<file path="src/rtl/ltc_spi_responder_pkg.sv">
// ============================================================================
// ltc_resp_pkg: opcodes, register map, status layout and FSM states for the
// LTC SPI responder.                                              Rev 1.0
// ============================================================================
`default_nettype none

package ltc_resp_pkg;

  localparam logic [7:0]  c_op_write        = 8'h02;
  localparam logic [7:0]  c_op_read         = 8'h03;

  localparam logic [15:0] c_addr_status     = 16'h0000;
  localparam logic [15:0] c_addr_result     = 16'h0010;
  localparam logic [15:0] c_addr_result_end = 16'h005F;
  localparam logic [15:0] c_addr_cfg        = 16'h0200;
  localparam logic [15:0] c_addr_cfg_end    = 16'h023F;
  localparam int          c_cfg_depth       = 64;

  localparam int          c_stat_start      = 7;
  localparam int          c_stat_done       = 6;
  localparam logic [7:0]  c_status_reset    = 8'h40;

  typedef enum logic [2:0] {
    ST_IDLE,
    ST_INSTR,
    ST_ADDR_H,
    ST_ADDR_L,
    ST_WRITE,
    ST_READ,
    ST_IGNORE
  } state_t;

  function automatic logic [7:0] status_word(input logic start, input logic done,
                                             input logic [4:0] ch);
    logic [7:0] s;
    s               = 8'h00;
    s[c_stat_start] = start;
    s[c_stat_done]  = done;
    s[4:0]          = ch;
    return s;
  endfunction

  function automatic logic in_cfg(input logic [15:0] a);
    return (a >= c_addr_cfg) && (a <= c_addr_cfg_end);
  endfunction

endpackage

`default_nettype wire

</file>
<file path="src/rtl/ltc_spi_responder_if.sv">
// ============================================================================
// ltc_spi_responder_if: mode-0 SPI bus between a host and the responder.
//                                                                 Rev 1.0
// ============================================================================
`default_nettype none

interface ltc_spi_responder_if;
  logic sck;
  logic cs_n;
  logic mosi;
  logic miso;

  modport master (output sck, output cs_n, output mosi, input miso);
  modport slave  (input sck, input cs_n, input mosi, output miso);
endinterface

`default_nettype wire

</file>
<file path="src/rtl/ltc_spi_responder_shifter.sv">
// ============================================================================
// spi_slave_shifter: synchronizes the SPI pins into clk, frames bytes and
// shifts the transmit byte out on sck falling edges.              Rev 1.0
// ============================================================================
`default_nettype none

module spi_slave_shifter (
  input  logic       clk,
  input  logic       reset1,
  input  logic       sck,
  input  logic       cs_n,
  input  logic       mosi,
  output logic       miso,
  output logic       cs_fall,
  output logic       cs_rise,
  output logic       byte_valid,
  output logic [7:0] rx_byte,
  input  logic       tx_load,
  input  logic [7:0] tx_byte
);

  logic [2:0] r_sck;
  logic [2:0] r_cs;
  logic [1:0] r_mosi;
  logic [2:0] r_bit_cnt;
  logic [7:0] r_rx_shift;
  logic [7:0] r_tx_shift;
  logic       w_sck_rise;
  logic       w_sck_fall;
  logic       w_cs_active;

  // Bit [1] is the synchronized level, bit [2] its previous value.
  assign w_sck_rise  =  r_sck[1] & ~r_sck[2];
  assign w_sck_fall  = ~r_sck[1] &  r_sck[2];
  assign cs_fall     = ~r_cs[1]  &  r_cs[2];
  assign cs_rise     =  r_cs[1]  & ~r_cs[2];
  assign w_cs_active = ~r_cs[1];

  always_ff @(posedge clk or negedge reset1) begin
    if (!reset1) begin
      r_sck      <= 3'b000;
      r_cs       <= 3'b111;
      r_mosi     <= 2'b00;
      r_bit_cnt  <= 3'd0;
      r_rx_shift <= 8'h00;
      r_tx_shift <= 8'h00;
      rx_byte    <= 8'h00;
      byte_valid <= 1'b0;
      miso       <= 1'b0;
    end else begin
      r_sck      <= {r_sck[1:0], sck};
      r_cs       <= {r_cs[1:0], cs_n};
      r_mosi     <= {r_mosi[0], mosi};
      byte_valid <= 1'b0;
      if (!w_cs_active) begin
        // Deselect drops any partial byte and silences miso.
        r_bit_cnt  <= 3'd0;
        r_rx_shift <= 8'h00;
        r_tx_shift <= 8'h00;
        miso       <= 1'b0;
      end else begin
        if (w_sck_rise) begin
          r_rx_shift <= {r_rx_shift[6:0], r_mosi[1]};
          r_bit_cnt  <= r_bit_cnt + 3'd1;
          if (r_bit_cnt == 3'd7) begin
            byte_valid <= 1'b1;
            rx_byte    <= {r_rx_shift[6:0], r_mosi[1]};
          end
        end
        if (w_sck_fall) begin
          miso       <= r_tx_shift[7];
          r_tx_shift <= {r_tx_shift[6:0], 1'b0};
        end
        if (tx_load) begin
          r_tx_shift <= tx_byte;
        end
      end
    end
  end

endmodule

`default_nettype wire

</file>
<file path="src/rtl/ltc_spi_responder.sv">
// ============================================================================
// ltc_spi_responder: SPI register responder with config RAM and temperature
// conversion control. Optional intr output: LTC_RESP_INTERRUPT_EN. Rev 1.0
// ============================================================================
`default_nettype none

module ltc_spi_responder
  import ltc_resp_pkg::*;
#(
  parameter int CONV_CYCLES = 1000,
  parameter int NUM_CH      = 20
) (
  input  logic                 clk,
  input  logic                 reset1,
  ltc_spi_responder_if.slave   spi,
  input  logic [23:0]          result_value,
  output logic                 conv_busy
`ifdef LTC_RESP_INTERRUPT_EN
  ,
  output logic                 intr
`endif
);

  localparam int CNT_W = (CONV_CYCLES > 1) ? $clog2(CONV_CYCLES) : 1;

  logic             cs_fall;
  logic             cs_rise;
  logic             byte_valid;
  logic [7:0]       rx_byte;
  logic [7:0]       tx_byte;

  state_t           r_state;
  logic [7:0]       r_instr;
  logic [15:0]      r_addr;
  logic [7:0]       r_status;
  logic [23:0]      r_result;
  logic [4:0]       r_last_ch;
  logic [CNT_W-1:0] r_cnt;
  logic [7:0]       r_cfg [c_cfg_depth];

  logic [15:0]      w_rd_addr;
  logic [15:0]      w_res_off;
  logic [7:0]       w_rd_data;
  logic             w_to_read;
  logic             w_wr_en;
  logic [4:0]       w_wr_ch;
  logic             w_ch_ok;

  spi_slave_shifter u_shifter (
    .clk        (clk),
    .reset1     (reset1),
    .sck        (spi.sck),
    .cs_n       (spi.cs_n),
    .mosi       (spi.mosi),
    .miso       (spi.miso),
    .cs_fall    (cs_fall),
    .cs_rise    (cs_rise),
    .byte_valid (byte_valid),
    .rx_byte    (rx_byte),
    .tx_load    (byte_valid),
    .tx_byte    (tx_byte)
  );

  // The byte loaded at the end of one byte is the one for the next address.
  always_comb begin
    w_to_read = ((r_state == ST_ADDR_L) && (r_instr == c_op_read)) || (r_state == ST_READ);
    w_rd_addr = (r_state == ST_ADDR_L) ? {r_addr[15:8], rx_byte} : r_addr + 16'd1;
    w_res_off = w_rd_addr - c_addr_result;
    w_rd_data = 8'h00;
    if (w_rd_addr == c_addr_status) begin
      w_rd_data = r_status;
    end else if (in_cfg(w_rd_addr)) begin
      w_rd_data = r_cfg[w_rd_addr[5:0]];
    end else if ((w_rd_addr >= c_addr_result) && (w_rd_addr <= c_addr_result_end) &&
                 (r_last_ch != 5'd0) &&
                 (w_res_off[15:2] == {9'd0, r_last_ch - 5'd1})) begin
      case (w_res_off[1:0])
        2'd0:    w_rd_data = 8'h01;
        2'd1:    w_rd_data = r_result[23:16];
        2'd2:    w_rd_data = r_result[15:8];
        default: w_rd_data = r_result[7:0];
      endcase
    end
    tx_byte = w_to_read ? w_rd_data : 8'h00;
    w_wr_en = byte_valid && (r_state == ST_WRITE);
    w_wr_ch = rx_byte[4:0];
    w_ch_ok = (w_wr_ch != 5'd0) && (int'(w_wr_ch) <= NUM_CH);
  end

  always_ff @(posedge clk or negedge reset1) begin
    if (!reset1) begin
      r_state <= ST_IDLE;
      r_instr <= 8'h00;
      r_addr  <= 16'h0000;
    end else if (cs_rise) begin
      r_state <= ST_IDLE;
    end else if (cs_fall) begin
      r_state <= ST_INSTR;
    end else if (byte_valid) begin
      case (r_state)
        ST_INSTR: begin
          r_instr <= rx_byte;
          r_state <= ((rx_byte == c_op_write) || (rx_byte == c_op_read)) ? ST_ADDR_H : ST_IGNORE;
        end
        ST_ADDR_H: begin
          r_addr[15:8] <= rx_byte;
          r_state      <= ST_ADDR_L;
        end
        ST_ADDR_L: begin
          r_addr[7:0] <= rx_byte;
          r_state     <= (r_instr == c_op_write) ? ST_WRITE : ST_READ;
        end
        ST_WRITE, ST_READ: r_addr <= r_addr + 16'd1;
        default:           r_state <= r_state;
      endcase
    end
  end

  always_ff @(posedge clk or negedge reset1) begin
    if (!reset1) begin
      r_status  <= c_status_reset;
      conv_busy <= 1'b0;
      r_result  <= 24'h000000;
      r_last_ch <= 5'd0;
      r_cnt     <= '0;
      for (int i = 0; i < c_cfg_depth; i++) begin
        r_cfg[i] <= 8'h00;
      end
    end else begin
      if (conv_busy) begin
        if (r_cnt == CNT_W'(CONV_CYCLES - 1)) begin
          r_result  <= result_value;
          r_last_ch <= r_status[4:0];
          r_status  <= status_word(1'b0, 1'b1, r_status[4:0]);
          conv_busy <= 1'b0;
        end else begin
          r_cnt <= r_cnt + 1'b1;
        end
      end
      if (w_wr_en) begin
        if (r_addr == c_addr_status) begin
          if (!conv_busy && rx_byte[c_stat_start]) begin
            if (w_ch_ok) begin
              r_status  <= status_word(1'b1, 1'b0, w_wr_ch);
              conv_busy <= 1'b1;
              r_cnt     <= '0;
            end else begin
              r_status <= status_word(1'b0, 1'b1, w_wr_ch);
            end
          end
        end else if (in_cfg(r_addr)) begin
          r_cfg[r_addr[5:0]] <= rx_byte;
        end
      end
    end
  end

`ifdef LTC_RESP_INTERRUPT_EN
  assign intr = r_status[c_stat_done];
`endif

endmodule

`default_nettype wire
</file>
<file path="src/flat_wrapper.sv">
// flat-port wrapper written by rule: the top's interface ports become plain ports
module ltc_spi_responder_flat import ltc_resp_pkg::*;
#(
  parameter int CONV_CYCLES = 1000,
  parameter int NUM_CH      = 20
)
  (clk, reset1, result_value, conv_busy, spi_sck, spi_cs_n, spi_mosi, spi_miso);
  ltc_spi_responder_if spi_i ();
  input  logic clk;
  input  logic reset1;
  input  logic [23:0] result_value;
  output logic conv_busy;
  input wire logic [$bits(spi_i.sck)-1:0] spi_sck;
  input wire logic [$bits(spi_i.cs_n)-1:0] spi_cs_n;
  input wire logic [$bits(spi_i.mosi)-1:0] spi_mosi;
  output wire logic [$bits(spi_i.miso)-1:0] spi_miso;
  assign spi_i.sck = spi_sck;
  assign spi_i.cs_n = spi_cs_n;
  assign spi_i.mosi = spi_mosi;
  assign spi_miso = spi_i.miso;
  ltc_spi_responder #(.CONV_CYCLES(CONV_CYCLES), .NUM_CH(NUM_CH)) u_core (.clk(clk), .reset1(reset1), .spi(spi_i), .result_value(result_value), .conv_busy(conv_busy));
endmodule
</file>
<file path="config.mk">
export PLATFORM = sky130hd
export DESIGN_NAME = ltc_spi_responder_flat
export DESIGN_NICKNAME = d
export VERILOG_FILES = /design/src/rtl/ltc_spi_responder_pkg.sv /design/src/rtl/ltc_spi_responder_if.sv /design/src/rtl/ltc_spi_responder_shifter.sv /design/src/rtl/ltc_spi_responder.sv /design/src/flat_wrapper.sv
export SDC_FILE = /design/constraint.sdc
export NUM_CORES = 1
export LEC_CHECK = 0
export CORE_MARGIN = 5
export CORE_UTILIZATION = 55
export CTS_CLUSTER_SIZE = 20
export DETAILED_ROUTE_END_ITERATION = 7
export GPL_TIMING_DRIVEN = 0
export PLACE_DENSITY = 0.82
export SLEW_MARGIN = 5
export SYNTH_ARGS = -nofsm -noshare
export SYNTH_HDL_FRONTEND = slang
export SYNTH_SLANG_ARGS = --single-unit
</file>
<file path="constraint.sdc">
create_clock -name clk -period 9.57 [get_ports clk]
set_input_delay 1.914 -clock clk [delete_from_list [all_inputs] [get_ports clk]]
set_output_delay 1.914 -clock clk [all_outputs]
set_load 0.02 [all_outputs]
</file>
Word-level counts from Yosys, hierarchy flattened

Index checks and enable logic that the tools add are counted.

$add $sub $neg: 5
Div/mod/pow operators: 0
$lt $le $gt $ge: 10
Mux-type cells: 50
Bitwise gates (word level): 13
Reductions and logical operators: 33
Equality and inequality tests: 14
Shift operators: 0
Multiply operators: 0

Operators by type and width:

| cell                    | number |
|---|---|
| $bwmux W512             | 1 |
| $mux W8                 | 16 |
| $mux W10                | 6 |
| $bmux W8 S6             | 1 |
| $demux W8 S6            | 1 |
| $eq A8 B2 Y1 const B    | 4 |
| $ge A16 B10 Y1 const B  | 2 |
| $le A16 B10 Y1 const B  | 2 |
| $logic_not A16 Y1       | 2 |
| $pmux W8 S2             | 2 |
| $pmux W8 S3             | 1 |
| $mux W3                 | 6 |
| $add A16 B1 Y16 const B | 1 |
| $ge A16 B5 Y1 const B   | 1 |
| $le A16 B7 Y1 const B   | 1 |
| $mux W16                | 1 |
| $sub A16 B5 Y16 const B | 1 |
| $reduce_bool A5 Y1      | 3 |
| $eq A14 B5 Y1           | 1 |
| $ge A7 B7 Y1 const B    | 2 |
| $mux W7                 | 2 |
| $not A6 Y7              | 2 |
| $mux W1                 | 12 |
| $reduce_and A4 Y1       | 3 |
| other kinds (23)        | 51 |

Register bits after elaboration: 623
Output and inout port bits: 2
Bits in latches: 0
Memories kept: 0
Bits in read-only memories: 0
Bits in writable memories: 0

Longest topological paths before layout

Depth after elaboration: 12
Depth in mapped cells: 16

Modules after synthesis

Synthesis repeated with hierarchy kept, for this count alone.

Cell total of the unflattened synthesis: 2582
Area, all modules: 29482.0 um2

By module, submodules not included:

| module            | cells an instance | times used | area an instance (um2) |
|---|---|---|---|
| ltc_spi_responder | 2467              | 1          | 28010.6 |
| spi_slave_shifter | 115               | 1          | 1471.4 |

Least setup slack after synthesis

OpenSTA, ideal clock, no wires.

Path kind: register to register
Start: register u_core.r_addr[0]
End: register u_core.u_shifter.r_tx_shift[6]
Required time: 9496 ps
Setup slack: 6181 ps
Stages on the path, launching flop included: 16
Arrival time: 3314 ps
Cells stage by stage: dfrtp_1 -> ha_1 -> and3_2 -> xnor2_1 -> o21ai_2 -> inv_2 -> clkbuf_1 -> ha_1 -> xor2_1 -> xnor2_1 -> nor3_1 -> o2111ai_1 -> or4_4 -> a2111oi_4 -> a221oi_2 -> o21ai_2

Cells in the longest elaborated chain, start to end: 12
Elaborated cells on any way between the ends: 27
Classes of those cells: add/sub: 2; order compare: 4; eq/ne: 3; mux: 11; bitwise: 1; reduce/logical: 6

Ends and longest elaborated chain:

| what                                                                    | line                            | text |
|---|---|---|
| start: declaration                                                      | ltc_spi_responder.sv:34         | `logic [15:0] r_addr;` |
| start signal: assignment                                                | ltc_spi_responder.sv:110        | `r_addr[7:0] <= rx_byte;` |
| start signal: assignment                                                | ltc_spi_responder.sv:113        | `ST_WRITE, ST_READ: r_addr <= r_addr + 16'd1;` |
| $add A16 B1 Y16 (*)                                                     | ltc_spi_responder.sv:67         | `w_rd_addr = (r_state == ST_ADDR_L) ? {r_addr[15:8], rx_byte} : r_addr + 16'd1;` |
| $mux W16 (*)                                                            | ltc_spi_responder.sv:67         |  |
| parallel branches: the longest is 6 deep, another holds $sub A16 B5 Y16 | --                              |  |
| $mux W8 (*)                                                             | ltc_spi_responder.sv:70         | `if (w_rd_addr == c_addr_status) begin` |
| $mux W8 (*)                                                             | ltc_spi_responder.sv:84         | `tx_byte = w_to_read ? w_rd_data : 8'h00;` |
| $mux W8 (*)                                                             | ltc_spi_responder_shifter.sv:74 | `if (tx_load) begin` |
| $mux W8 (*)                                                             | ltc_spi_responder_shifter.sv:55 | `if (!w_cs_active) begin` |
| end signal: assignment                                                  | ltc_spi_responder_shifter.sv:72 | `r_tx_shift <= {r_tx_shift[6:0], 1'b0};` |
| end signal: assignment                                                  | ltc_spi_responder_shifter.sv:75 | `r_tx_shift <= tx_byte;` |
| end: declaration                                                        | ltc_spi_responder_shifter.sv:27 | `logic [7:0] r_tx_shift;` |

Mark *: on every way between the ends. The select of a mux whose other input is x is not followed.
A chain may end at the register's enable or synchronous reset.

Worst setup path after layout

Start: register u_core.r_addr[0]
End: register u_core.u_shifter.r_tx_shift[0]

The elaborated chain is that of the path after synthesis.

==> flow_results.org <==
** Status
- The run finished with clean final reports.

** Yosys
- Syn. warnings :: 0
- Of the total synthesized cell area, the portion taken by XOR and XNOR cells is 0.708%.
- The synthesized netlist devotes 0.421% of its cell area to adder and majority cells.
- In the post-synthesis netlist, the biggest area contributors are sky130_fd_sc_hd__dfrtp_1, sky130_fd_sc_hd__mux2_2, sky130_fd_sc_hd__nand2_1.
- Proportion of synthesized area in mux cells :: 23.7%
- After Yosys synthesis, and, or, nand and nor cells account for 11.2% of the synthesized area.
- When the netlist entered floorplanning its net count stood at 2634.
- Yosys cell types :: 83
- Async set-or-reset flop fraction in the synthesized netlist :: 100%
- Dominant combinational cell family by area after synthesis :: multiplexers
- Synthesis inferred 623 register bits.
- Number of synthesized flops with an enable pin :: 0
- Cell type with the highest aggregate area in the netlist :: sky130_fd_sc_hd__dfrtp_1
- The share of the Yosys chip area taken by registers is 52.5%.
- The synthesized netlist devotes 8.42% of its cell area to compound gates.
- Most used flip-flop cell after synthesis :: sky130_fd_sc_hd__dfrtp_1
- Netlist area before placement :: a little under 30000 um2
- Counting every instance in the synthesized netlist gives approximately 2600.
- Of the post-synthesis cell area, the dominant cell type holds about 52%.
- A synthesized cell averages 11.4 um2.

** CTS
- Maximum count of clock buffers along a single path :: 3
- Counting every sink on the clock net gives a little over 600.
- Source-to-sink clock delay at the later pin of the worst-skew pair :: around 0.64 ns
- Hold-fix buffer count after cts :: 0
- Post-cts resize count :: 0
- Number of buffers created by CTS :: 67
- Post-CTS repair timing setup buffer count :: 0
- Clock Pin Slew Worst Setup and Hold Paths :: ~0.060 ns
- H-tree depth reported by CTS :: 3
- TritonCTS built the clock tree.
- Cell at the root of the clock tree :: sky130_fd_sc_hd__clkbuf_16

** Setup path
- The number of buffers and inverters on the critical path is 2.
- Data arrives at the worst endpoint at 5.44 ns.
- Critical Path Max Stage Delay :: approximately 0.84 ns
- STA classifies the critical path endpoint as a register.
- The worst setup path is of the reg2reg kind.
- Ordered list of cells on the worst path :: clkinv_1 > ha_1 > nor2_1 > mux2i_2 > clkbuf_1 > o221ai_1 > a31oi_1 > nor3_1 > o21ai_0 > o311a_1 > a221oi_1 > o21ai_1
- In this design, the largest share of critical-path delay is due to compound AO/OA/AOI/OAI gates.
- STA puts the critical path data required time at ~10 ns.
- Critical-path maximum fanout :: 10
- Startpoint type of the worst setup path :: register
- Cell with the biggest individual delay on the critical path :: sky130_fd_sc_hd__mux2i_2

** Timing
- Setup repair after global routing left no endpoint under its margin.
- In this run the tightest slew margin relative to its limit is 3.18%.
- The clock period could shrink to approximately 4.9 ns.
- Final Setup Violations :: 0
- For the final database, setup skew stands at 0.0343 ns.
- Number of hold violations in the final report :: 0
- Measured slew at the worst slew-check pin :: 1.44 ns
- Total negative setup slack :: 0 ns
- The number of slew-limit violations in the final report is 0.
- Period Utilization, post-route :: 51.3%
- Hold timing on the final database bottoms out at a slack of 0.357 ns.
- Timing would allow up to 204 MHz.

** Finish
- The count of cells in the finished layout, fillers not included, comes to 3450.
- The sequential cells in the finished layout cover a total of 15600 um2.
- Leaving out fill and tap cells, the most frequent cell in the layout is sky130_fd_sc_hd__dfrtp_1.
- Cells fill between 60% and 70% of the core in the end.
- Number of nets in the finished design :: 2739
- P&R area growth vs syn :: 11.7%
- Most used cells in the layout excluding fill and tap cells :: sky130_fd_sc_hd__dfrtp_1, sky130_fd_sc_hd__mux2_2, sky130_fd_sc_hd__nand2_1
- Footprint of the multi-input gates :: roughly 13000 um2
- Filler cells :: about 4000
- Of the cells placed in the final design, the portion with a size suffix greater than 1 is 28.3%.

** Die
- From left edge to right edge, the die measures between 200 and 250 um.
- The initial utilization of the core area, before any placement, comes to 55.4%.
- Measured along the y axis, the die boundary spans 242 um.
- Floorplan die area :: 58700 um2
- Std cell rows :: 85
- Area of the core :: ~54000 um2
- Number of I/O pins :: 31

** Global routing
- For this run, global-route usage on met1 was measured as 43.9%.
- The initial antenna violation count was 5.
- After global routing the overflow that remains totals 0.
- For this run, the total global-route usage over all layers was measured as 35.8%.
- Entering global routing, the biggest net connects ~130 pins.
- GRT met2 Usage :: 51.8%
- The number of global-route vias before repair came to about 24000.
- Met3 GRT Util :: 13.4%
- The layer flagged by global routing as most heavily used is met2.
- Global-route wire length before repair :: 157000 um

** Detailed routing
- Initial DRC count :: 3736
- Aggregate routed wire length :: 108000 um
- The count of nets left with antenna violations once routing finished came out at 0.
- Summing over every cut layer, the via total after detailed routing is 23923.
- The first detailed-routing pass took 7 iterations.
- Number of vias per cell :: 6.93
- Post-detailed-route DRC marker count :: 0
- Dividing the detail-routed wire length by the instance count gives 31.2 um.

** Place
- The HPWL after detailed placement is 72800 um.
- Number of cells after detailed placement :: around 3300
- The count of buffers added on input and output ports is 30.
- Routability-driven placement finished with a final weighted congestion of 1.02.

** Power
- Pwr Density :: around 160 nW/um2
- For this design the static power due to leakage is 15.7 nW.
- Worst IR drop on VDD :: 0.134 mV

** Hold path
- Tightest Hold Check Type :: reg2reg

** Job
- MaxCap Viol Count :: 0
## path summary, 6_finish.rpt
path                                      startpoint                              to  slack [ns]  depth (start not counted)
min                        u_core.u_shifter.r_sck[0]       u_core.u_shifter.r_sck[1]        0.36                          0
min reg2reg                u_core.u_shifter.r_sck[0]       u_core.u_shifter.r_sck[1]        0.36                          0
max reg2reg                         u_core.r_addr[0]  u_core.u_shifter.r_tx_shift[0]        4.66                         12
min in group asynchronous                     reset1               u_core.r_cfg[499]        1.35                          1
max in group asynchronous                     reset1               u_core.r_cfg[278]        6.72                          3
max                                 u_core.r_addr[0]  u_core.u_shifter.r_tx_shift[0]        4.66                         12
## worst register-to-register path, cell delays in order, from the launching register on
cell                       delay [ns]
sky130_fd_sc_hd__dfrtp_1         0.45
sky130_fd_sc_hd__clkinv_1        0.30
sky130_fd_sc_hd__ha_1            0.53
sky130_fd_sc_hd__nor2_1          0.11
sky130_fd_sc_hd__mux2i_2         0.84
sky130_fd_sc_hd__clkbuf_1        0.74
sky130_fd_sc_hd__o221ai_1        0.21
sky130_fd_sc_hd__a31oi_1         0.24
sky130_fd_sc_hd__nor3_1          0.11
sky130_fd_sc_hd__o21ai_0         0.52
sky130_fd_sc_hd__o311a_1         0.41
sky130_fd_sc_hd__a221oi_1        0.17
sky130_fd_sc_hd__o21ai_1         0.20
## layer usage
layer  up-vias  routed length [um]  share of wire (%)
li1       9581                   -                  -
met1     11818               37500                 35
met2      1879               45300                 42
met3       641               14300                 13
met4         4               10400                9.6
met5         -                  50              0.046
## layout make-up
cell class              count  area share, %
flip-flops and latches    623           47.0
inverters                  11          0.125
well taps                 696           2.63
clock inverters            20          0.460
plain buffers             197           2.58
diodes                      3         0.0226
multi-input cells        1764           39.9
clock buffers             100           5.92
repair buffers             36           1.37
## state kept, by name (all words and copies together) (netlist names)
name	cells
u_core.u_shifter.r_sck	3
u_core.r_instr	8
u_core.conv_busy	1
u_core.r_cfg	512
u_core.r_status	8
u_core.u_shifter.miso	1
u_core.r_last_ch	5
u_core.u_shifter.r_rx_shift	7
u_core.u_shifter.r_tx_shift	8
u_core.u_shifter.r_cs	3
u_core.r_result	24
u_core.u_shifter.r_mosi	2
u_core.r_addr	16
u_core.u_shifter.byte_valid	1
u_core.r_state	3
u_core.u_shifter.r_bit_cnt	3
u_core.u_shifter.rx_byte	8
u_core.r_cnt	10
## cells in the mapped netlist (7+ instances only)
cell type and number:
sky130_fd_sc_hd__nand2_1 394, sky130_fd_sc_hd__nand4_1 14, sky130_fd_sc_hd__o21ai_0 36, sky130_fd_sc_hd__and3_1 18
sky130_fd_sc_hd__o221ai_1 68, sky130_fd_sc_hd__a31oi_1 85, sky130_fd_sc_hd__mux2_2 558, sky130_fd_sc_hd__nor3_1 49
sky130_fd_sc_hd__clkbuf_1 110, sky130_fd_sc_hd__buf_4 7, sky130_fd_sc_hd__nor2b_1 7, sky130_fd_sc_hd__nor2_1 98
sky130_fd_sc_hd__a21oi_1 79, sky130_fd_sc_hd__inv_1 7, sky130_fd_sc_hd__o31ai_1 9, sky130_fd_sc_hd__mux2i_1 53
sky130_fd_sc_hd__nand2b_1 9, sky130_fd_sc_hd__xor2_1 13, sky130_fd_sc_hd__buf_2 59, sky130_fd_sc_hd__o22a_1 10
sky130_fd_sc_hd__nor4_1 11, sky130_fd_sc_hd__xnor2_1 11, sky130_fd_sc_hd__buf_1 19, sky130_fd_sc_hd__dfrtp_1 619
sky130_fd_sc_hd__ha_1 10, sky130_fd_sc_hd__nand3_1 95, sky130_fd_sc_hd__a22oi_1 10
## where the power goes
part	leakage (nW)	switching [mW]	internal [mW]
clock	1.04	1.11	1.43
sequential	8.68	0.00302	2.64
combinational	5.97	0.0623	0.0204
total	15.7	1.17	4.09
## per-stage QoR
step / cell area, um2 / power [mW] / setup slack, ns
floorplan: 29700 / 2.70 / 6.18
global placement: 30900 / 2.77 / -19.85
detailed placement: 31000 / 2.77 / 5.02
CTS: 33100 / 5.26 / 4.98
global route: 33200 / 5.38 / 4.78
finish: 33200 / 5.26 / 4.66
## logic make-up after synthesis
family / after synthesis
compound gates: 361
fa+ha+maj: 10
buf+inv: 208
xor+xnor: 24
flops: 623
mux: 625
simple gates: 744
Note: power is estimated with default switching activity, not from simulation.
